===== src/rtl/dct_idct_frame_sequencer.sv =====
// dct_idct_frame_sequencer
// Pushes one frame of 8x8 blocks through an external dct -> idct pair.
// Source pixels are metered into the dct while it reports reading, dct
// coefficients are sign-extended into the idct, and both the coefficient and
// reconstructed-pixel streams are captured 64 samples per output window.
// The frame ends when every block has come back out of the idct, or when the
// drain phase runs out of time.
//
// Ports
//   clk, reset_n            clock, asynchronous active-low reset
//   go, abort               frame start (IDLE only), return to IDLE (top priority)
//   src_valid/src_data      source pixel stream, src_ready = accepted this cycle
//   dct_start, dct_din      dct control and registered pixel
//   dct_reading/done/dout   dct status and output
//   idct_din                sign-extended dct coefficient (combinational)
//   idct_racc, idct_rapx    idct reset and approximate-mode select
//   idct_done, idct_dout    idct output window and data
//   coef_valid/coef_data    captured coefficients (dct_dout[31:18])
//   pix_valid/pix_data      captured pixels (idct_dout[31:10])
//   busy, frame_done        activity flag, one-cycle end-of-frame pulse
//   timeout                 sticky drain-timeout flag, cleared by go
//   cycle_cnt               saturating cycles since go
//
// state | meaning
// IDLE  | waiting for go; idct held in reset
// LOAD  | feeding NUM_BLOCKS*64 source pixels into the dct
// DRAIN | waiting for the last idct block or the drain timeout
// DONE  | single cycle, frame_done asserted

module dct_idct_frame_sequencer #(
  parameter int   BitWidth      = 31,
  parameter int   NUM_BLOCKS    = 1024,
  parameter int   DRAIN_TIMEOUT = 16384,
  parameter int   APX_LO        = 500000,
  parameter int   APX_HI        = 1000000,
  parameter logic APX_DEFAULT   = 1'b1
) (
  input  logic              clk,
  input  logic              reset_n,
  input  logic              go,
  input  logic              abort,
  input  logic              src_valid,
  input  logic [BitWidth:0] src_data,
  output logic              src_ready,
  output logic              dct_start,
  output logic [BitWidth:0] dct_din,
  input  logic              dct_reading,
  input  logic              dct_done,
  input  logic [BitWidth:0] dct_dout,
  output logic [BitWidth:0] idct_din,
  output logic              idct_racc,
  output logic              idct_rapx,
  input  logic              idct_done,
  input  logic [BitWidth:0] idct_dout,
  output logic              coef_valid,
  output logic [13:0]       coef_data,
  output logic              pix_valid,
  output logic [21:0]       pix_data,
  output logic              busy,
  output logic              frame_done,
  output logic              timeout,
  output logic [31:0]       cycle_cnt
);

  localparam int SAMPLES = NUM_BLOCKS * 64;
  localparam int IN_W    = $clog2(SAMPLES + 1);
  localparam int BLK_W   = $clog2(NUM_BLOCKS + 1);
  localparam int DRN_W   = $clog2(DRAIN_TIMEOUT + 1);

  localparam logic [IN_W-1:0]  IN_LAST  = IN_W'(SAMPLES - 1);
  localparam logic [BLK_W-1:0] BLK_ALL  = BLK_W'(NUM_BLOCKS);
  localparam logic [DRN_W-1:0] DRN_LAST = DRN_W'(DRAIN_TIMEOUT - 1);
  localparam logic [31:0]      APX_LO_C = 32'(APX_LO);
  localparam logic [31:0]      APX_HI_C = 32'(APX_HI);
  localparam logic [6:0]       CAP_FULL = 7'd64;
  localparam logic [6:0]       CAP_LAST = 7'd63;

  typedef enum logic [1:0] {IDLE, LOAD, DRAIN, DONE} state_t;

  state_t           state;
  logic [IN_W-1:0]  in_cnt;
  logic [BLK_W-1:0] blk_cnt;
  logic [BLK_W-1:0] blk_cnt_nxt;
  logic [DRN_W-1:0] drain_cnt;
  logic [6:0]       coef_cnt;
  logic [6:0]       pix_cnt;
  logic             active;
  logic             blk_full;
  logic             apx_win;
  logic             unused_low;

  assign active    = (state != IDLE);
  assign busy      = active;
  assign src_ready = (state == LOAD) && dct_reading;
  assign idct_din  = {{(BitWidth - 13){dct_dout[BitWidth]}}, dct_dout[BitWidth -: 14]};
  assign unused_low = ^{dct_dout[BitWidth-14:0], idct_dout[BitWidth-22:0]};

  // Block count including a block that completes on this very edge, so a
  // final block landing on the timeout cycle still counts as completion.
  always_comb begin
    blk_cnt_nxt = blk_cnt;
    if (active && idct_done && (pix_cnt == CAP_LAST) && (blk_cnt != BLK_ALL))
      blk_cnt_nxt = blk_cnt + 1'b1;
  end

  assign blk_full = (blk_cnt_nxt == BLK_ALL);
  assign apx_win  = (cycle_cnt > APX_LO_C) && (cycle_cnt < APX_HI_C);

  always_ff @(posedge clk or negedge reset_n) begin
    if (!reset_n) begin
      state      <= IDLE;
      dct_start  <= 1'b0;
      dct_din    <= '0;
      idct_racc  <= 1'b1;
      idct_rapx  <= APX_DEFAULT;
      coef_valid <= 1'b0;
      coef_data  <= '0;
      pix_valid  <= 1'b0;
      pix_data   <= '0;
      frame_done <= 1'b0;
      timeout    <= 1'b0;
      cycle_cnt  <= '0;
      in_cnt     <= '0;
      blk_cnt    <= '0;
      drain_cnt  <= '0;
      coef_cnt   <= '0;
      pix_cnt    <= '0;
    end else if (abort) begin
      state      <= IDLE;
      dct_start  <= 1'b0;
      idct_racc  <= 1'b1;
      idct_rapx  <= APX_DEFAULT;
      coef_valid <= 1'b0;
      pix_valid  <= 1'b0;
      frame_done <= 1'b0;
      cycle_cnt  <= '0;
      in_cnt     <= '0;
      blk_cnt    <= '0;
      drain_cnt  <= '0;
      coef_cnt   <= '0;
      pix_cnt    <= '0;
    end else begin
      if (active) begin
        if (dct_done) begin
          if (coef_cnt != CAP_FULL) begin
            coef_valid <= 1'b1;
            coef_data  <= dct_dout[BitWidth -: 14];
            coef_cnt   <= coef_cnt + 1'b1;
          end else begin
            coef_valid <= 1'b0;
          end
        end else begin
          coef_valid <= 1'b0;
          coef_cnt   <= '0;
        end

        if (idct_done) begin
          if (pix_cnt != CAP_FULL) begin
            pix_valid <= 1'b1;
            pix_data  <= idct_dout[BitWidth -: 22];
            pix_cnt   <= pix_cnt + 1'b1;
          end else begin
            pix_valid <= 1'b0;
          end
        end else begin
          pix_valid <= 1'b0;
          pix_cnt   <= '0;
        end

        if (cycle_cnt != '1)
          cycle_cnt <= cycle_cnt + 1'b1;
        idct_rapx <= apx_win ? 1'b1 : APX_DEFAULT;
      end else begin
        coef_valid <= 1'b0;
        coef_cnt   <= '0;
        pix_valid  <= 1'b0;
        pix_cnt    <= '0;
      end

      blk_cnt    <= blk_cnt_nxt;
      frame_done <= 1'b0;

      case (state)
        IDLE: begin
          idct_racc <= 1'b1;
          idct_rapx <= APX_DEFAULT;
          dct_start <= 1'b0;
          if (go) begin
            state     <= LOAD;
            idct_racc <= 1'b0;
            dct_start <= 1'b1;
            in_cnt    <= '0;
            blk_cnt   <= '0;
            drain_cnt <= '0;
            cycle_cnt <= '0;
            timeout   <= 1'b0;
          end
        end
        LOAD: begin
          if (src_valid && dct_reading) begin
            dct_din <= src_data;
            in_cnt  <= in_cnt + 1'b1;
            if (in_cnt == IN_LAST) begin
              state     <= DRAIN;
              drain_cnt <= '0;
            end
          end
        end
        DRAIN: begin
          drain_cnt <= drain_cnt + 1'b1;
          // once the dct stops reading, start stays low for the rest of the frame
          if (!dct_reading)
            dct_start <= 1'b0;
          if (blk_full) begin
            state      <= DONE;
            frame_done <= 1'b1;
            dct_start  <= 1'b0;
          end else if (drain_cnt == DRN_LAST) begin
            state      <= DONE;
            frame_done <= 1'b1;
            timeout    <= 1'b1;
            dct_start  <= 1'b0;
          end
        end
        DONE: begin
          state     <= IDLE;
          idct_racc <= 1'b1;
          idct_rapx <= APX_DEFAULT;
        end
      endcase
    end
  end

endmodule


===== config.mk =====
export PLATFORM = sky130hd
export DESIGN_NAME = dct_idct_frame_sequencer
export DESIGN_NICKNAME = d
export VERILOG_FILES = /design/src/rtl/dct_idct_frame_sequencer.sv
export SDC_FILE = /design/constraint.sdc
export NUM_CORES = 1
export LEC_CHECK = 0
export ABC_AREA = 1
export CORE_ASPECT_RATIO = 1.4
export CORE_MARGIN = 10
export CORE_UTILIZATION = 44
export DETAILED_ROUTE_END_ITERATION = 10
export PLACE_DENSITY = 0.87
export SLEW_MARGIN = 10
export SYNTH_ARGS = -nofsm -noshare
export SYNTH_HDL_FRONTEND = slang
export SYNTH_SLANG_ARGS = --single-unit
export TNS_END_PERCENT = 100

===== constraint.sdc =====
create_clock -name clk -period 2.3 [get_ports clk]
set_clock_uncertainty 0.05 [all_clocks]
set_input_delay 0.345 -clock clk [delete_from_list [all_inputs] [get_ports clk]]
set_output_delay 0.345 -clock clk [all_outputs]
set_load 0.005 [all_outputs]

==> flow_summary.ini, run 1 <==
[clock_network]
cts.sinks = 165
insertion_delay_ns = 0.43
h-tree-depth = 4
cts_made_buffers = 17
cts_tree = done
max-clock-path-buffers = 2
clk_transition_reported_paths_ns = 0.07
root_buffer = clkbuf_16

[setup_path]
worstPathRequired_ns = 2.57
crit_slowest_cell = or4_4
cp_cell_sequence = ha_4 > nand2_4 > or4_4 > nor3_2 > ha_2 > or2_2 > nand2_2 > inv_2 > o31ai_4 > buf_4 > buf_4 > a21oi_1 > a21oi_2
rrSetupSlack_ns = -0.16
crit_type = reg2reg
path_buf_inv = 3
r2r_cells = 13
critPathCaptureType = flip-flop
r2r-end = drain_cnt[11]$_DFFE_PN0P_
cp_common_cell = buf_4
slowest_delay_ns = 0.49
r2r_start = in_cnt[0]$_DFFE_PN0P_
worstSetupPathDepth = 13
critPathTopFamily = simple AND/OR/NAND/NOR gates
cp-start-kind = flip-flop
crit_arrival_ns = 2.72
path_max_fanout = 6

[synth]
async_reset_ff_share_pct = 100.0
synth.yosys.warnings = 0
ys_top_cells_by_area = dfrtp_1 (49%), nand2_1 (12%), nor2_1 (5.0%)
seq_area_frac_synth_pct = 48.86
synth_top_family_by_area = simple AND/OR/NAND/NOR gates
syn_avg_cell_area_um2 = 8.378
syn_nets = 1127
yosysUniqueCellTypes = 47
synthFlopType = dfrtp_1
yosysTopAreaCell = dfrtp_1
yosys.area_share.simple_pct = 27.66
synth_common_cells = nand2_1 (262), dfrtp_1 (164), nor2_1 (113), inv_1 (87), nand3_1 (56)
synth_xor_area_share_pct = 2.176
synth-seq-cells = 165
synth_most_common_cell = nand2_1
syn_inst = 1009
synth_compound_area_share_pct = 6.735
synth_edf_count = 0
synthMuxAreaShare_pct = 4.381
yosys.area.top_type_share_pct = 48.55
synthAdderAreaFrac_pct = 2.072
syn-cell-area_um2 = 8453

[hold_path]
hp-class = in2async

[floorplanning]
core_area_um2 = 18750
rows = 59
fp.dieW_um = 137.1
pin_count = 245
initial_core_util_pct = 45.08
dieArea_um2 = 25230
die_h_um = 184

[finish]
n_antenna_cell = 0
layout-drive-gt1-share_pct = 18.52
final_util_pct = 64.85
nFillCells = 1458
regArea_um2 = 4131
area_growth_pct = 43.86
final_cells = 1540
design_area_um2 = 12160
nets = 1401
multi_input_area_um2 = 3846

[placed_design]
gp_congestion = 0.9600
placed_area_um2 = 11150
port_buffers = 215
dp_hpwl_um = 18280
dp.cells = 1487
pre_cts_slack_ns = -0.2392

[global_routing]
grt_use_total_pct = 19.56
overflow = 0
grt_antenna_before_repair = 0
grt_pass1_vias = 8205
grt_max_degree = 51
grt_pass1_wl_um = 40100

[timing]
tightest_slew_ns = 0.5941
period_share_pct = 106.9
setup_viol = 15
slew_violations = 0
fin_crit_ns = 2.458
relSlewSlack_pct = 60.18
fmax_mhz = 406.9
final_hold_viol_count = 0
fin_ws_ns = -0.1579
tns_ns = -1.582
rsz0062_at_grt = true

[detailed_routing]
initialDrtViolationCount = 491
post_drt_wl_per_cell_um = 16.67
drtAntennaViolNets = 0
vias = 8138
via_per_inst = 5.284
totalWireLength_um = 25670
firstDrtPassIters = 8
drc = 0

[run]
drv_cap = 0

[pwr]
vdd_ir_drop_max_mv = 0.6930
power.density_nw_per_um2 = 914.1
p_leak_nw = 5.511

[outcome]
status = complete, but fails checks
violations = setup timing
## cell usage in the layout (no fill, tap or decap), types with 5 or more instances in the layout
master           synthesis  final
clkdlybuf4s50_1          0    214
inv_1                   87     81
nand2_2                  4     13
nor4_1                   7      6
dfrtp_1                164    163
nor3_2                   5      5
a21oi_1                 46     41
ha_1                    14      7
xor2_1                  15     15
nor3_1                  25     24
o21ai_0                 38     33
nand2_4                  4      6
mux2_2                  32     32
nand2_1                262    252
buf_4                   33     81
a21oi_2                  0      5
nor2_1                 113    107
o21ai_1                  3      6
nand4_1                 24     24
xnor2_1                  6      6
inv_2                    9     13
inv_8                    0      6
nand3_1                 56     53
clkbuf_16                0     17
nor2_4                   3      6
nor2_2                   7     10
## what timing repair did
action,CTS,global route
endpoints found under the setup margin,19,33
buffers inserted,4,14
resized for setup,14,56
pin swaps,4,13
hold buffers,1,0
cloned,1,2
endpoints found under the hold margin,45,0
## routing by layer
layer | GRT usage, % | share of wire [%] | vias up
li1 | - | - | 3810
met1 | 19.55 | 34 | 3845
met2 | 34.72 | 52 | 393
met3 | 7.358 | 9.5 | 90
met4 | 9.256 | 3.9 | 0
met5 | 0 | 0 | -
## cell families (layout without fill, tap and decap cells)
logic type / after synthesis / count (layout)
AOI/OAI and AO/OA: 103 / 103
buffers and inverters: 147 / 433
DFF: 165 / 165
and+or+nand+nor: 525 / 526
other: 1 / 1
xor gates and xnor gates: 21 / 21
adders and majority gates: 14 / 14
muxes: 33 / 33
## flip-flops by register name, summed over array words and instances (netlist names), 2 cells and up
| register | flops |
|---|---|
| pix_cnt | 7 |
| coef_cnt | 7 |
| cycle_cnt | 32 |
| in_cnt | 17 |
| blk_cnt | 11 |
| pix_data | 22 |
| coef_data | 14 |
| state | 2 |
| drain_cnt | 15 |
| dct_din | 32 |
## worst reg2reg max path: cells and delay by family, from the launching register on
kind                       cells  cell delay, ns
and+or+nand+nor                5            0.83
DFF                            1            0.40
buffers and inverters          3            0.39
adders and majority gates      2            0.34
AOI/OAI and AO/OA              3            0.34
## worst max path at each step
stage	start	to
2_1_floorplan	in_cnt[7]$_DFFE_PN0P_	drain_cnt[14]$_DFFE_PN0P_
3_3_place_gp	in_cnt[0]$_DFFE_PN0P_	drain_cnt[4]$_DFFE_PN0P_
3_5_place_dp	in_cnt[1]$_DFFE_PN0P_	drain_cnt[14]$_DFFE_PN0P_
4_1_cts	in_cnt[1]$_DFFE_PN0P_	drain_cnt[11]$_DFFE_PN0P_
5_1_grt	in_cnt[8]$_DFFE_PN0P_	drain_cnt[14]$_DFFE_PN0P_
6_report	in_cnt[0]$_DFFE_PN0P_	drain_cnt[11]$_DFFE_PN0P_
## metrics by stage
step	power, mW	hold WS (ns)
after detailed placement	7.780	0.2785
after global routing	11.71	0.3874
final	11.12	0.3908
after global placement	7.656	0.2785
after floorplan	5.476	-0.0005911
after CTS	10.87	0.3754
## report_power, final
group / internal, mW / switching [mW] / total [mW]
Clock: 1.55 / 1.31 / 2.86
Combinational: 2.35 / 1.85 / 4.20
Sequential: 3.60 / 0.455 / 4.05
Total: 7.50 / 3.61 / 11.1
## cell type report
class / instances / share of cell area [%]
inverter: 97 / 3.118
multi-input combinational: 698 / 31.63
clock buffer: 18 / 3.529
tap: 244 / 2.511
timing repair buffer: 303 / 23.84
timing repair inverter: 1 / 0.09260
clock inverter: 14 / 1.307
sequential: 165 / 33.97
No activity file was read; power rests on OpenSTA's default activity.
==> run 2, diff against run 1 <==
--- a/config.mk
+++ b/config.mk
@@ -11,6 +11,7 @@
 export CORE_UTILIZATION = 44
 export DETAILED_ROUTE_END_ITERATION = 10
 export PLACE_DENSITY = 0.87
+export SETUP_SLACK_MARGIN = 0.4
 export SLEW_MARGIN = 10
 export SYNTH_ARGS = -nofsm -noshare
 export SYNTH_HDL_FRONTEND = slang
==> run 2 against run 1 <==
Net effect:
- the run still ends with setup timing left
- sequential cell count did not move
- sequential power up 1%
- combinational power rose by 14%
- maximum frequency is 3.9% lower
- non-clock buffer count up 48
- first-iteration DRC count increased by 83%
- worst hold slack worse by 0.0049 ns
- register-to-register slack got worse by 0.10 ns
- wire length rose by 18%
- final cell count increased by 3.1%
- critical endpoint is now drain_cnt[7]$_DFFE_PN0P_
- highest routed layer unchanged
==> flow_summary.ini, run 2 (synthesized netlist as in run 1, its figures left out) <==
[outcome]
status = complete, but fails checks
violations = setup timing

[floorplanning]
core_area_um2 = 18750
dieArea_um2 = 25230
rows = 59
die_h_um = 184
pin_count = 245
initial_core_util_pct = 45.08
fp.dieW_um = 137.1

[setup_path]
cp_cell_sequence = ha_2 > nand2_2 > or4_4 > nor3_4 > ha_2 > or2_4 > nand2_2 > inv_2 > o31ai_4 > nor3_2 > buf_4 > buf_6 > a21oi_2
critPathTopFamily = simple AND/OR/NAND/NOR gates
crit_slowest_cell = or4_4
critPathCaptureType = flip-flop
path_buf_inv = 3
crit_arrival_ns = 2.84
path_max_fanout = 7
cp-start-kind = flip-flop
crit_type = reg2reg
slowest_delay_ns = 0.51
worstPathRequired_ns = 2.58

[timing]
final_hold_viol_count = 0
rsz0062_at_grt = true
fmax_mhz = 391.0
fin_ws_ns = -0.2575
fin_crit_ns = 2.558
relSlewSlack_pct = 61.71
tns_ns = -2.978
slew_violations = 0
tightest_slew_ns = 0.5743
setup_viol = 15
period_share_pct = 111.2

[pwr]
power.density_nw_per_um2 = 879.7
p_leak_nw = 6.183
vdd_ir_drop_max_mv = 0.6306

[global_routing]
grt_use_total_pct = 20.34
grt_pass1_vias = 8404
grt_max_degree = 61
grt_antenna_before_repair = 0
grt_pass1_wl_um = 41540
overflow = 0

[clock_network]
cts_tree = done
root_buffer = clkbuf_16
clk_transition_reported_paths_ns = 0.07
h-tree-depth = 4
max-clock-path-buffers = 2
cts_made_buffers = 17
cts.sinks = 165
insertion_delay_ns = 0.44

[placed_design]
dp.cells = 1468
port_buffers = 215
pre_cts_slack_ns = -0.2055
gp_congestion = 0.8709
dp_hpwl_um = 17780
placed_area_um2 = 11080

[finish]
reg.largest.list = cycle_cnt x32, dct_din x32, pix_data x22
n_antenna_cell = 0
design_area_um2 = 13250
nets = 1448
layout-drive-gt1-share_pct = 28.29
layout_common_cells = nand2_1 (231), clkdlybuf4s50_1 (200), dfrtp_1 (151), buf_4 (104), nor2_1 (93)
area_growth_pct = 56.69
final_cells = 1587
final_common_cell = nand2_1

[detailed_routing]
totalWireLength_um = 30300
vias = 8790
initialDrtViolationCount = 897
drc = 0
post_drt_wl_per_cell_um = 19.09
firstDrtPassIters = 6
via_per_inst = 5.539
drtAntennaViolNets = 0

[run]
drv_cap = 0

[hold_path]
hp-class = in2reg
run 2: power breakdown:
part | internal [mW] | switching [mW] | leakage, nW
logic | 2.69 | 2.09 | 3.75
clock network | 1.54 | 1.25 | 0.272
registers | 3.60 | 0.483 | 2.16
total | 7.83 | 3.82 | 6.18
run 2: worst register-to-register path, delay by kind of cell (launching register included):
family                     cells  cell delay [ns]
adders and majority gates      2             0.40
DFF                            1             0.38
buffers and inverters          3             0.32
AOI/OAI and AO/OA              2             0.15
and+or+nand+nor                6             1.17
run 2: area by class of cell:
| cell class | instances | area [um^2] |
|---|---|---|
| Fill cell | 1208 | 5505 |
| Sequential cell | 165 | 4146 |
| Timing Repair inverter | 1 | 8.758 |
| Inverter | 97 | 400.4 |
| Tap cell | 244 | 305.3 |
| Multi-Input combinational cell | 697 | 4433 |
| Clock inverter | 12 | 120.1 |
| Timing Repair Buffer | 351 | 3385 |
| Clock buffer | 20 | 446.7 |
run 2: final timing paths:
check	cells after the start	slack [ns]	endpoint	startpoint
worst max-delay path	13	-0.26	drain_cnt[7]$_DFFE_PN0P_	in_cnt[0]$_DFFE_PN0P_
worst min-delay path	3	0.39	pix_data[12]$_DFFE_PN0P_	idct_dout[22]
worst max register to register	13	-0.26	drain_cnt[7]$_DFFE_PN0P_	in_cnt[0]$_DFFE_PN0P_
worst min register to register	1	0.42	drain_cnt[14]$_DFFE_PN0P_	drain_cnt[14]$_DFFE_PN0P_
max in group asynchronous	3	1.03	idct_racc$_DFFE_PN1P_	reset_n
min in group asynchronous	2	0.40	pix_data[12]$_DFFE_PN0P_	reset_n
run 2: metrics by stage:
step                hold WS, ns  utilization [%]  power [mW]
global placement         0.3101            59.12       7.652
detailed placement       0.3112            59.12       7.804
finish                   0.3859            70.64       11.65
global route             0.3898            70.64       12.23
CTS                      0.3721            65.01       11.03
floorplan            -0.0005911                -       5.524
run 2: layer usage:
layer	routed length [um]	track usage [%]	vias up
met3	2884	7.577	164
li1	-	-	3906
met5	0	0	-
met4	1522	10.02	0
met1	10370	21.09	4185
met2	15530	35.10	535
run 2: repair_timing:
item,in CTS,in global routing
pin swaps,31,53
gates cloned,2,4
endpoints found under the setup margin,103,142
gates resized for setup,86,183
endpoints found under the hold margin,56,0
setup buffers,37,43
hold buffers,1,0
